File: config.mk
export PLATFORM = sky130hd
export DESIGN_NAME = psum_exchange_ring
export DESIGN_NICKNAME = d
export VERILOG_FILES = /design/src/rtl/psum_xchg_pkg.sv /design/src/rtl/psum_link_fifo.sv /design/src/rtl/psum_exchange_ring.sv
export SDC_FILE = /design/constraint.sdc
export NUM_CORES = 1
export LEC_CHECK = 0
export CAP_MARGIN = 10
export CORE_MARGIN = 5
export CORE_UTILIZATION = 55
export DETAILED_ROUTE_END_ITERATION = 8
export PLACE_DENSITY_LB_ADDON = 0.3
export REMOVE_ABC_BUFFERS = 1
export SYNTH_ARGS = -nofsm -noshare
export SYNTH_HDL_FRONTEND = slang
export SYNTH_SLANG_ARGS = --single-unit
File: constraint.sdc
create_clock -name clk -period 8.8 [get_ports clk]
set_input_delay 1.32 -clock clk [delete_from_list [all_inputs] [get_ports clk]]
set_output_delay 1.32 -clock clk [all_outputs]
set_load 0.03 [all_outputs]
File: src/rtl/psum_xchg_pkg.sv
// Shared types, default widths and arithmetic helpers for the partial-sum exchange ring.
package psum_xchg_pkg;

  localparam int DEF_N_CORE = 4;
  localparam int DEF_BW_SUM = 24;
  localparam int DEF_DEPTH  = 8;
  localparam int DEF_PTR_W  = 3;

  typedef enum logic [1:0] {
    XCHG_IDLE   = 2'd0,
    XCHG_GATHER = 2'd1,
    XCHG_RESULT = 2'd2
  } xchg_state_e;

  // Clamp a signed value into the two's-complement range of a bw-bit word.
  function automatic logic signed [63:0] sat_to_width(input logic signed [63:0] value,
                                                      input int bw);
    logic signed [63:0] max_v;
    logic signed [63:0] min_v;
    max_v = (64'sd1 <<< (bw - 1)) - 64'sd1;
    min_v = -(64'sd1 <<< (bw - 1));
    if (value > max_v) begin
      return max_v;
    end else if (value < min_v) begin
      return min_v;
    end else begin
      return value;
    end
  endfunction

  function automatic int ring_next(input int idx, input int n);
    return (idx + 1) % n;
  endfunction

endpackage

File: src/rtl/psum_link_fifo.sv
// Single-writer first-word-fall-through link FIFO with full/empty flags and a
// sticky flag recording any write dropped because the link was full.
module psum_link_fifo
  import psum_xchg_pkg::*;
#(
  parameter int BW    = DEF_BW_SUM,
  parameter int DEPTH = DEF_DEPTH,
  parameter int PTR_W = DEF_PTR_W
) (
  input  logic          clk,
  input  logic          reset,
  input  logic          wr_en,
  input  logic [BW-1:0] wr_data,
  input  logic          rd_en,
  output logic [BW-1:0] rd_data,
  output logic          full,
  output logic          empty,
  output logic          overflow
);

  localparam int              CNT_W   = PTR_W + 1;
  localparam logic [CNT_W-1:0] DEPTH_C = CNT_W'(DEPTH);

  logic [BW-1:0]    mem_q [DEPTH];
  logic [PTR_W-1:0] wr_ptr_q, wr_ptr_d;
  logic [PTR_W-1:0] rd_ptr_q, rd_ptr_d;
  logic [CNT_W-1:0] count_q, count_d;
  logic             full_q, full_d;
  logic             empty_q, empty_d;
  logic             overflow_q, overflow_d;
  logic             wr_ok_s;
  logic             rd_ok_s;

  // A pop frees a slot in the same cycle, so a write on a full link is still taken when popped.
  always_comb begin
    rd_ok_s  = rd_en & ~empty_q;
    wr_ok_s  = wr_en & (~full_q | rd_ok_s);
    wr_ptr_d = wr_ptr_q;
    rd_ptr_d = rd_ptr_q;
    if (wr_ok_s) begin
      wr_ptr_d = wr_ptr_q + PTR_W'(1);
    end else begin
      wr_ptr_d = wr_ptr_q;
    end
    if (rd_ok_s) begin
      rd_ptr_d = rd_ptr_q + PTR_W'(1);
    end else begin
      rd_ptr_d = rd_ptr_q;
    end
    case ({wr_ok_s, rd_ok_s})
      2'b10:   count_d = count_q + CNT_W'(1);
      2'b01:   count_d = count_q - CNT_W'(1);
      default: count_d = count_q;
    endcase
    full_d     = (count_d == DEPTH_C);
    empty_d    = (count_d == CNT_W'(0));
    overflow_d = overflow_q | (wr_en & ~wr_ok_s);
  end

  always_ff @(posedge clk) begin
    if (reset) begin
      wr_ptr_q   <= '0;
      rd_ptr_q   <= '0;
      count_q    <= '0;
      full_q     <= 1'b0;
      empty_q    <= 1'b1;
      overflow_q <= 1'b0;
    end else begin
      wr_ptr_q   <= wr_ptr_d;
      rd_ptr_q   <= rd_ptr_d;
      count_q    <= count_d;
      full_q     <= full_d;
      empty_q    <= empty_d;
      overflow_q <= overflow_d;
    end
  end

  // Storage is not reset; the head is only consumed when the link is non-empty.
  always_ff @(posedge clk) begin
    if (wr_ok_s) begin
      mem_q[wr_ptr_q] <= wr_data;
    end
  end

  assign rd_data  = mem_q[rd_ptr_q];
  assign full     = full_q;
  assign empty    = empty_q;
  assign overflow = overflow_q;

endmodule

File: src/rtl/psum_exchange_ring.sv
// N-core partial-sum interconnect: ring pass of link heads to the successor core,
// or a saturating all-reduce broadcast back to every core.
module psum_exchange_ring
  import psum_xchg_pkg::*;
#(
  parameter int N_CORE = DEF_N_CORE,
  parameter int BW_SUM = DEF_BW_SUM,
  parameter int DEPTH  = DEF_DEPTH,
  parameter int PTR_W  = DEF_PTR_W
) (
  input  logic                     clk,
  input  logic                     reset,
  input  logic [N_CORE*BW_SUM-1:0] sum_out,
  input  logic [N_CORE-1:0]        fifo_wr,
  input  logic [N_CORE-1:0]        fifo_rd,
  input  logic                     mode,
  input  logic                     start,
  output logic [N_CORE*BW_SUM-1:0] sum_in,
  output logic [N_CORE-1:0]        sum_valid,
  output logic [N_CORE-1:0]        link_full,
  output logic [N_CORE-1:0]        link_empty,
  output logic [N_CORE-1:0]        overflow,
  output logic                     done
);

  localparam int ACC_W = BW_SUM + $clog2(N_CORE);

  xchg_state_e              state_q, state_d;
  logic                     mode_q, mode_d;
  logic signed [ACC_W-1:0]  acc_q, acc_d;
  logic [N_CORE-1:0]        res_valid_q, res_valid_d;
  logic                     done_q, done_d;

  logic [N_CORE-1:0]        link_rd_s;
  logic [N_CORE-1:0]        link_full_s;
  logic [N_CORE-1:0]        link_empty_s;
  logic [N_CORE-1:0]        link_ovf_s;
  logic [BW_SUM-1:0]        head_s [N_CORE];
  logic signed [ACC_W-1:0]  chain_s [N_CORE+1];
  logic [N_CORE-1:0]        ring_rd_s;
  logic [N_CORE-1:0]        ring_valid_s;
  logic [N_CORE*BW_SUM-1:0] ring_data_s;
  logic [BW_SUM-1:0]        sat_s;
  logic [N_CORE*BW_SUM-1:0] sum_in_s;
  logic [N_CORE-1:0]        sum_valid_s;

  assign chain_s[0] = '0;

  // Link g is written by core g and drained by its ring successor NXT.
  for (genvar g = 0; g < N_CORE; g++) begin : g_link
    localparam int NXT = ring_next(g, N_CORE);

    psum_link_fifo #(
      .BW    (BW_SUM),
      .DEPTH (DEPTH),
      .PTR_W (PTR_W)
    ) u_fifo (
      .clk      (clk),
      .reset    (reset),
      .wr_en    (fifo_wr[g]),
      .wr_data  (sum_out[g*BW_SUM +: BW_SUM]),
      .rd_en    (link_rd_s[g]),
      .rd_data  (head_s[g]),
      .full     (link_full_s[g]),
      .empty    (link_empty_s[g]),
      .overflow (link_ovf_s[g])
    );

    assign ring_rd_s[g]                       = fifo_rd[NXT];
    assign ring_valid_s[NXT]                  = ~link_empty_s[g];
    assign ring_data_s[NXT*BW_SUM +: BW_SUM]  = link_empty_s[g] ? '0 : head_s[g];
    assign chain_s[g+1] = chain_s[g] + {{(ACC_W-BW_SUM){head_s[g][BW_SUM-1]}}, head_s[g]};
  end

  assign sat_s = BW_SUM'(sat_to_width(64'(acc_q), BW_SUM));

  // Reduction control: gather one head per link, then hold the result until every core acks.
  always_comb begin
    state_d     = state_q;
    mode_d      = mode_q;
    acc_d       = acc_q;
    res_valid_d = res_valid_q;
    done_d      = 1'b0;
    link_rd_s   = '0;
    case (state_q)
      XCHG_IDLE: begin
        link_rd_s = mode_q ? '0 : ring_rd_s;
        if (start && mode) begin
          mode_d  = 1'b1;
          state_d = XCHG_GATHER;
        end else begin
          mode_d  = 1'b0;
        end
      end
      XCHG_GATHER: begin
        if (link_empty_s == '0) begin
          link_rd_s   = '1;
          acc_d       = chain_s[N_CORE];
          res_valid_d = '1;
          state_d     = XCHG_RESULT;
        end else begin
          link_rd_s   = '0;
        end
      end
      XCHG_RESULT: begin
        res_valid_d = res_valid_q & ~fifo_rd;
        if (res_valid_d == '0) begin
          done_d  = 1'b1;
          mode_d  = 1'b0;
          state_d = XCHG_IDLE;
        end else begin
          done_d  = 1'b0;
        end
      end
      default: begin
        state_d     = XCHG_IDLE;
        mode_d      = 1'b0;
        res_valid_d = '0;
      end
    endcase
  end

  always_ff @(posedge clk) begin
    if (reset) begin
      state_q     <= XCHG_IDLE;
      mode_q      <= 1'b0;
      acc_q       <= '0;
      res_valid_q <= '0;
      done_q      <= 1'b0;
    end else begin
      state_q     <= state_d;
      mode_q      <= mode_d;
      acc_q       <= acc_d;
      res_valid_q <= res_valid_d;
      done_q      <= done_d;
    end
  end

  // Delivery mux: ring heads while idle, the broadcast result while reporting.
  always_comb begin
    sum_in_s    = '0;
    sum_valid_s = '0;
    case (state_q)
      XCHG_IDLE: begin
        sum_in_s    = ring_data_s;
        sum_valid_s = ring_valid_s;
      end
      XCHG_RESULT: begin
        sum_in_s    = {N_CORE{sat_s}};
        sum_valid_s = res_valid_q;
      end
      default: begin
        sum_in_s    = '0;
        sum_valid_s = '0;
      end
    endcase
  end

  assign sum_in     = sum_in_s;
  assign sum_valid  = sum_valid_s;
  assign link_full  = link_full_s;
  assign link_empty = link_empty_s;
  assign overflow   = link_ovf_s;
  assign done       = done_q;

endmodule

; Word-level counts from Yosys, hierarchy flattened
; Memories as Yosys holds them, arrays and structs flattened. A register that Yosys moved wholly into a read port is not among the register bits.
; Index checks and enable logic that the tools add are counted.
[word_totals]
reg_bits = 86
mem_bits_rw = 768
elab_cells = 162
mem_count = 4
inputBits = 108
[mem_list]
columns = name, depth, word_bits, read_ports, rd_ports_with_merged_regs, write_ports, line_no
row1 = g_link[0].u_fifo.mem_q, 8, 24, 1, 1, 1, psum_link_fifo.sv:24  ; logic [BW-1:0] mem_q [DEPTH];
row2 = g_link[1].u_fifo.mem_q, 8, 24, 1, 1, 1, psum_link_fifo.sv:24
row3 = g_link[2].u_fifo.mem_q, 8, 24, 1, 1, 1, psum_link_fifo.sv:24
row4 = g_link[3].u_fifo.mem_q, 8, 24, 1, 1, 1, psum_link_fifo.sv:24
[op_classes]
n_bitwise = 37
n_mux = 41
n_eq_ne = 17
order_cmp = 2
n_reduce_logical = 13
n_addsub = 19
[ops]
columns = op, count
row1 = 96-bit one-hot mux with 2 select lines, 1
row2 = 24-bit two-way mux, 6
row3 = 4-bit one-hot mux with 2 select lines, 6
row4 = 25-bit by 24-bit adder with 26-bit output, 1
row5 = 26-bit adder, 1
row6 = "26-bit by 24-bit > comparator with 1-bit output, second input constant", 1
row7 = "26-bit by 24-bit < comparator with 1-bit output, second input constant", 1
row8 = 24-bit by 24-bit adder with 25-bit output, 1
row9 = "3-bit by 1-bit adder with 3-bit output, second input constant", 8
row10 = 4-bit zero test, 6
row11 = 3-bit two-way mux, 8
row12 = "4-bit by 1-bit adder with 4-bit output, second input constant", 4
row13 = "4-bit equality test, second input constant", 4
row14 = "4-bit by 1-bit subtractor with 4-bit output, second input constant", 4
row15 = 1-bit inverter, 15
row16 = 1-bit bitwise AND, 12
row17 = 4-bit two-way mux, 3
row18 = 4-bit one-hot mux with 3 select lines, 1
row19 = 1-bit two-way mux, 11
row20 = "2-bit by 1-bit equality test with 1-bit output, second input constant", 5
row21 = "2-bit equality test, second input constant", 5
row22 = 1-bit OR, 8
row23 = 2-bit two-way mux, 3
row24 = "2-bit != test, second input constant", 3
row25 = other kinds (9), 11

; Depth between registers and ports, before layout
; Gate-level depths: netlist (run 1).
[depth]
depth_word = 9
ltp_mapped = 16

; By module
; A second synthesis (run 1) with hierarchy kept.
[unflattened]
cells_unflattened = 2157
hier_area_um2 = 36955.4
[by_module_without_submodules]
columns = module, area_per_inst_um2, instances, cells_each
row1 = psum_link_fifo (g_link[0].u_fifo ...), 7895.1, 3, 360
row2 = psum_link_fifo (g_link[1].u_fifo), 7982.7, 1, 358
row3 = psum_exchange_ring, 5287.6, 1, 719

; Worst setup path after synthesis (run 1)
; Ideal clock, no wire load.
[synth_path]
kind = input to register
startpoint = in fifo_rd[3]
endpoint = mem g_link[2].u_fifo.mem_q[2][0] in the netlist's numbering (enable)
arrival_time_ns = 4.511
cell_stages = 5
setup_time_ns = 0.475
slack_ns = 3.814
path_cell_list = nand2_1 > a21o_1 > a21boi_2 > inv_1 > nor4b_1
[synth_between]
elab_chain_cells = 7
[synth_rtl]
columns = element, line_no
row1 = "start, declared", psum_exchange_ring.sv:15  ; input logic [N_CORE-1:0] fifo_rd,
row2 = 4-bit two-way mux, psum_exchange_ring.sv:87  ; link_rd_s = mode_q ? '0 : ring_rd_s;
row3 = 4-bit one-hot mux with 2 select lines, psum_exchange_ring.sv:85  ; case (state_q)
row4 = 1-bit bitwise AND, psum_link_fifo.sv:36  ; rd_ok_s = rd_en & ~empty_q;
row5 = 1-bit OR, psum_link_fifo.sv:37  ; wr_ok_s = wr_en & (~full_q | rd_ok_s);
row6 = 1-bit bitwise AND, psum_link_fifo.sv:37
row7 = 1-bit two-way mux, psum_link_fifo.sv:80  ; if (wr_ok_s) begin
row8 = 1-bit two-way mux (not written as such), psum_link_fifo.sv:81  ; mem_q[wr_ptr_q] <= wr_data;
row9 = "end, declared", psum_link_fifo.sv:24
; Every way passes these cells.

==> metrics.md, run 1 <==
| Metric | Value |
|---|---|
| DR WL/cell | `around 28 um` |
| Final worst slack | `roughly 3.2 ns` |
| Async set-or-reset flop fraction in the synthesized netlist | `0` |
| Slew margin rel. | `0.208` |
| Synth warn | `0` |
| Max-cap violation count | `0` |
| Cts repair resizes | `0` |
| CP arrival | `between 6 and 7 ns` |
| Clock skew | `0.0359 ns` |
| # setup viols final | `0` |
| Std cell rows | `93` |
| Via density | `around 6.2` |
| TritonCTS Buffers | `85` |
| Synthesized area per cell | `approximately 18 um2` |
| Area Overhead vs Synth | `16.8%` |
| All-Layer GR Usage | `0.253` |
| Seq pwr share | `0.366` |
| First-pass GRT wire length | `between 100000 and 150000 um` |
| Worst slew pin tran | `about 1.2 ns` |
| Clock Latency Late Sink | `about 0.65 ns` |
| Layout cells sized above 1 | `0.177` |
| GP Congestion | `~0.96` |
| Die width | `approximately 270 um` |
| Routed Antenna Nets | `0` |
| DRC Markers | `0` |
| Crit end category | `register` |
| Internal power | `roughly 0.0087 W` |
| EDFF count, synth | `approximately 770` |
| Global route overflow | `0` |
| Dominant synthesized flop cell | `edfxtp_1` |
| Routed wire length | `89400 um` |
| Total Neg Setup Slack | `0 ns` |
| Switching share of power | `0.349` |
| Area share of the largest cell type after synthesis | `0.639` |
| Mapped Area | `roughly 36000 um2` |
| Iter 0 DRT Violations | `2164` |
| Final cycle utilization of the critical path | `0.641` |
| DR pass1 iterations | `5` |
| Hold Path Class | `register to register` |
| Max IR drop VDD | `0.000242 V` |
| Total number of vias | `between 15000 and 20000` |
| PwrDens | `about 320 nW/um2` |
| Setup CP Type | `register to register` |
| LEAKAGE | `approximately 14 nW` |
| Initial antenna violation count | `9` |
| Clk pin slew, worst setup/hold paths | `around 0.07 ns` |
| CTS tree | `built` |
| Clock group share of total power | `0.267` |
| Total clock sinks | `about 870` |
| Critical Path Fanout Max | `28` |
| Die area | `70800 um2` |
| Height of the die | `266 um` |
| Htree depth | `3` |
| Logic pwr share | `0.368` |
| Top post-synthesis cells by area | `edfxtp_1, mux4_2, dfxtp_1, fa_1, mux2i_1` |
| Hpwl dp | `57400 um` |
| Input/output buffers | `220` |
| CTS Hold Buffers Added | `0` |
| CP Data Required Time | `9.32 ns` |
| Clk root buf | `clkbuf_16` |
| Synthesis-stage register bit count | `roughly 870` |
| Deepest clock path buffer count | `3` |
| RSZ-0062 raised after global routing | `no` |
| Switching power | `0.00466 W` |
| Sequential area share after synthesis | `0.694` |
| Setup bufs post-CTS | `0` |
| Pin count of the biggest net entering global routing | `a little under 50` |
| CORE AREA | `64700 um2` |
| Place WS | `approximately 3.2 ns` |
| Starting Density | `0.557` |
| Min Tclk post-route | `approximately 5.6 ns` |
| Achievable Freq | `roughly 0.18 GHz` |
| Final Hold Fails | `0` |
| Vias in the first global route | `20100` |
| Yosys cell types | `60` |
| Nets@finish | `roughly 2500` |
| Outcome | `finished clean` |
| Mapped Cells | `2042` |
| Max Slew Vio Count | `0` |
| Synth area leader | `edfxtp_1` |
| CP Launch Type | `register` |
| I/O pin count | `approximately 220` |
## layout make-up
class / instances / area, um2
antenna: 8 / 20.0
clock buffer: 104 / 2270
clock inverter: 51 / 454
fill: 4405 / 22600
inverter: 84 / 315
multi-input combinational: 992 / 10500
sequential: 866 / 25000
tap: 855 / 1070
timing repair buffer: 255 / 2460
## power by group through the flow
stage          sequential [W]  combinational [W]  clock, W
2_1_floorplan         0.00495            0.00327         0
3_3_place_gp          0.00495            0.00471         0
3_5_place_dp          0.00497            0.00479         0
4_1_cts               0.00489            0.00482   0.00360
5_1_grt               0.00491            0.00529   0.00379
6_report              0.00487            0.00490   0.00356
## cell usage after synthesis (all sizes together) (6+ instances only)
cell type,count
edfxtp,768
mux4,192
o21ai,139
nand2,114
dfxtp,98
mux2i,92
inv,83
nor2,74
a21oi,61
clkbuf,56
fa,53
ha,49
buf,44
xnor2,24
xor2,23
nand2b,20
nand3,18
nor3,13
a21o,12
and2,10
a21boi,7
a31oi,7
mux2,7
nor2b,7
a211oi,6
and3,6
## kinds of logic after synthesis
family / count (synthesis) / synth area share
AND/OR/NAND/NOR: 282 / 0.0351
AO/OA/AOI/OAI: 270 / 0.0444
flip-flops: 866 / 0.694
XOR/XNOR: 47 / 0.0114
buffers and inverters: 184 / 0.0211
multiplexers: 291 / 0.148
adder cells (fa/ha/maj): 102 / 0.0464
## per-layer routing
metal / track usage / vias up / wire length, um
li1: - / 8493 / -
met1: 0.352 / 10200 / 35100
met2: 0.403 / 952 / 43500
met3: 0.0568 / 141 / 7850
met4: 0.0875 / 6 / 2980
met5: 0 / - / 40
## metrics by stage
| stage | std cells | total power [W] | util | instance area [um2] | hold WS [ns] |
|---|---|---|---|---|---|
| after floorplan | 1942 | 0.00822 | - | 35600 | 0.420 |
| after global placement | 3052 | 0.00966 | 0.609 | 39400 | 0.436 |
| after detailed placement | 3052 | 0.00976 | 0.609 | 39400 | 0.442 |
| after CTS | 3207 | 0.0133 | 0.651 | 42100 | 0.450 |
| after global routing | 3210 | 0.0140 | 0.651 | 42100 | 0.475 |
| final | 3215 | 0.0133 | 0.651 | 42100 | 0.454 |
## state kept, by name, indices dropped and copies added (netlist names), named ones only
register / cells
mode_q: 1
g_link.u_fifo.mem_q: 768
g_link.u_fifo.count_q: 16
acc_q: 26
g_link.u_fifo.full: 4
done: 1
g_link.u_fifo.rd_ptr_q: 12
res_valid_q: 4
g_link.u_fifo.wr_ptr_q: 12
g_link.u_fifo.empty: 4
state_q: 2
g_link.u_fifo.overflow: 4
## critical path, cell delays in order (launching register included)
cell,delay (ns)
dfxtp_2,0.85
buf_4,0.61
mux4_2,0.57
mux2i_1,0.50
fa_1,0.53
inv_1,0.08
fa_1,0.42
ha_1,0.37
a21oi_1,0.15
o21ai_0,0.16
a221oi_1,0.45
o2111ai_1,0.26
a41oi_1,0.28
xor2_1,0.15
o21ai_0,0.09
## cells in the final DEF (no fill, tap or decap), types with 5 or more instances in the layout
| master | synthesis | final |
|---|---|---|
| edfxtp_1 | 768 | 768 |
| mux4_2 | 192 | 192 |
| nand2b_1 | 20 | 20 |
| clkinv_1 | 1 | 13 |
| bufinv_16 | 0 | 7 |
| clkbuf_16 | 0 | 87 |
| nand2_1 | 114 | 114 |
| nor3_2 | 0 | 13 |
| diode_2 | 0 | 8 |
| nor2_1 | 74 | 60 |
| a21oi_1 | 60 | 60 |
| a31oi_1 | 7 | 7 |
| o21ai_0 | 136 | 136 |
| dfxtp_1 | 98 | 90 |
| mux2i_1 | 92 | 92 |
| a21o_1 | 12 | 12 |
| and3_1 | 6 | 6 |
| inv_1 | 83 | 83 |
| nand3_1 | 18 | 18 |
| and2_1 | 9 | 9 |
| a211oi_1 | 6 | 6 |
| clkbuf_1 | 56 | 14 |
| xor2_1 | 23 | 23 |
| fa_1 | 53 | 53 |
| clkinv_2 | 0 | 24 |
| nor2_4 | 0 | 13 |
| mux2_2 | 7 | 7 |
| buf_4 | 12 | 36 |
| clkdlybuf4s50_1 | 0 | 219 |
| ha_1 | 49 | 49 |
| nor2b_1 | 7 | 7 |
| dfxtp_2 | 0 | 5 |
| xnor2_1 | 24 | 24 |
## path summary, 6_finish.rpt
check / from / endpoint / slack [ns] / depth (start not counted)
worst max-delay path: register / acc_q[24] / 3.16 / 14
worst min register to register: acc_q[5] / acc_q[5] / 0.45 / 2
worst max register to register: register / acc_q[24] / 3.16 / 14
worst min-delay path: acc_q[5] / acc_q[5] / 0.45 / 2
Note: power is estimated with default switching activity, not from simulation.
==> run 2: changes to the inputs <==
==> constraint.sdc (replaced) <==
create_clock -name clk -period 5.45 [get_ports clk]
set_input_delay 0.8175 -clock clk [delete_from_list [all_inputs] [get_ports clk]]
set_output_delay 0.8175 -clock clk [all_outputs]
set_load 0.03 [all_outputs]
==> metrics.md, run 2 (same netlist as run 1, synthesis figures left out) <==
| Metric | Value |
|---|---|
| Outcome | `finished clean` |
| Fillers | `between 4000 and 5000` |
| Achievable Freq | `~0.20 GHz` |
| Pin count of the biggest net entering global routing | `41` |
| Hold Path Class | `register to register` |
| Total Neg Setup Slack | `0 ns` |
| DR WL/cell | `roughly 28 um` |
| Clock skew | `0.0199 ns` |
| Total clock sinks | `a little under 900` |
| Internal power | `around 0.014 W` |
| Largest registers | `g_link.u_fifo.mem_q x768, acc_q x26, g_link.u_fifo.count_q x16` |
| Routed Antenna Nets | `0` |
| LEAKAGE | `13.9 nW` |
| First-pass GRT wire length | `roughly 130000 um` |
| Max-cap violation count | `0` |
| RSZ-0062 raised after global routing | `no` |
| R2R Path End | `acc_q[24]` |
| Slew margin rel. | `0.190` |
| Clock group share of total power | `0.280` |
| CTS Hold Buffers Added | `0` |
| Switching power | `0.00747 W` |
| Crit end category | `register` |
| Area Overhead vs Synth | `18.2%` |
| R2R cell count | `14` |
| DR pass1 iterations | `7` |
| I/O pin count | `roughly 220` |
| Clock Latency Late Sink | `around 0.63 ns` |
| CTS tree | `built` |
| GP Congestion | `around 0.96` |
| Htree depth | `3` |
| FF-to-FF setup slack | `around 0.36 ns` |
| TritonCTS Buffers | `86` |
| PwrDens | `roughly 500 nW/um2` |
| Die width | `between 200 and 300 um` |
| Crit path capture | `acc_q[24]` |
| Total number of vias | `19900` |
| Most common cell after layout, fill and taps aside | `edfxtp_1` |
| Initial antenna violation count | `6` |
| Layout cells sized above 1 | `0.186` |
| Setup bufs post-CTS | `0` |
| Iter 0 DRT Violations | `~2500` |
| Deepest clock path buffer count | `3` |
| Via density | `roughly 6.1` |
| Worst slew pin tran | `between 1 and 1.5 ns` |
| Routed wire length | `between 80000 and 90000 um` |
| CP Launch Type | `register` |
| CP arrival | `about 5.6 ns` |
| Nets@finish | `~2500` |
| Std cell rows | `93` |
| Cts repair resizes | `0` |
| Max IR drop VDD | `between 0.0004 and 0.0005 V` |
| Height of the die | `around 270 um` |
| CP Data Required Time | `between 5 and 6 ns` |
| Input/output buffers | `220` |
| Global route overflow | `0` |
| All-Layer GR Usage | `0.254` |
| Final Hold Fails | `0` |
| Reg with most FFs | `g_link.u_fifo.mem_q` |
| Min Tclk post-route | `between 5 and 6 ns` |
| Max Slew Vio Count | `0` |
| Die area | `between 70000 and 80000 um2` |
| Commonest cells after routing, fill and taps aside | `edfxtp_1, clkdlybuf4s50_1, mux4_2` |
| DRC Markers | `0` |
| Seq pwr share | `0.353` |
| Starting Density | `0.557` |
| # setup viols final | `0` |
| Fin Hold WS | `between 0.4 and 0.5 ns` |
| Max FFs per register | `roughly 770` |
| Vias in the first global route | `a little over 20000` |
| Hpwl dp | `~60000 um` |
| Clk root buf | `clkbuf_16` |
| Logic pwr share | `0.367` |
| Critical Path Fanout Max | `21` |
| Switching share of power | `0.341` |
| Clk pin slew, worst setup/hold paths | `roughly 0.070 ns` |
| CORE AREA | `roughly 65000 um2` |
| Setup CP Type | `register to register` |
| Final cycle utilization of the critical path | `0.934` |
## run 2: cell count changes in the layout (fill, tap and decap cells not counted), moves of 3 or more
cell | before | now
buf_12 | 0 | 5
clkbuf_8 | 3 | 8
nor2_2 | 1 | 7
bufinv_16 | 7 | 13
clkinv_2 | 24 | 10
nor2_4 | 13 | 7
diode_2 | 8 | 5
clkinv_1 | 13 | 20
buf_4 | 36 | 65
## run 2: final cells by class
cell class                 count  area [um2]  share of cell area
clock buffer                 111        2390              0.0561
sequential                   866       25000               0.587
antenna                        5        12.5            0.000294
clock inverter                46         562              0.0132
timing repair buffer         289        2780              0.0652
multi-input combinational    992       10500               0.245
inverter                      84         315             0.00740
tap                          855        1070              0.0251
## run 2: critical path, stage by stage (launching register included)
cell	delay [ns]
dfxtp_2	0.74
buf_4	0.30
mux4_2	0.31
mux2i_1	0.44
fa_1	0.51
fa_1	0.50
inv_1	0.05
ha_1	0.35
a21oi_1	0.18
o21ai_0	0.19
a221oi_1	0.48
o2111ai_1	0.31
a41oi_1	0.31
xor2_1	0.17
o21ai_0	0.09
## run 2: worst min path at each step
stage / depth (start not counted) / slack [ns] / endpoint / start
after floorplan: 2 / 0.42 / acc_q[18] / acc_q[18]
after global placement: 2 / 0.44 / acc_q[17] / acc_q[17]
after detailed placement: 2 / 0.44 / acc_q[17] / acc_q[17]
after CTS: 2 / 0.45 / acc_q[17] / acc_q[17]
after global routing: 2 / 0.47 / acc_q[17] / acc_q[17]
final: 2 / 0.45 / acc_q[6] / acc_q[6]
## run 2: through the flow
step	cells	power [W]	cell area (um2)	setup slack, ns	utilization
2_1_floorplan	1942	0.0133	35600	-0.571	-
3_3_place_gp	3086	0.0157	39700	0.606	0.613
3_5_place_dp	3086	0.0158	39700	0.488	0.613
4_1_cts	3243	0.0219	42600	0.426	0.659
5_1_grt	3246	0.0231	42600	0.0939	0.659
6_report	3248	0.0219	42600	0.358	0.659
## run 2: power by group through the flow
stage	registers (W)	clock network (W)	logic, W
finish	0.00775	0.00615	0.00804
CTS	0.00775	0.00623	0.00796
detailed placement	0.00789	0	0.00791
global placement	0.00786	0	0.00781
global route	0.00778	0.00653	0.00874
floorplan	0.00800	0	0.00528
## run 2: per-layer routing
| metal | share of wire | wire [um] | global-route usage |
|---|---|---|---|
| met5 | 0.00017 | 15 | 0 |
| met4 | 0.032 | 2880 | 0.0806 |
| met3 | 0.093 | 8300 | 0.0495 |
| met2 | 0.48 | 43200 | 0.401 |
| met1 | 0.39 | 35000 | 0.367 |
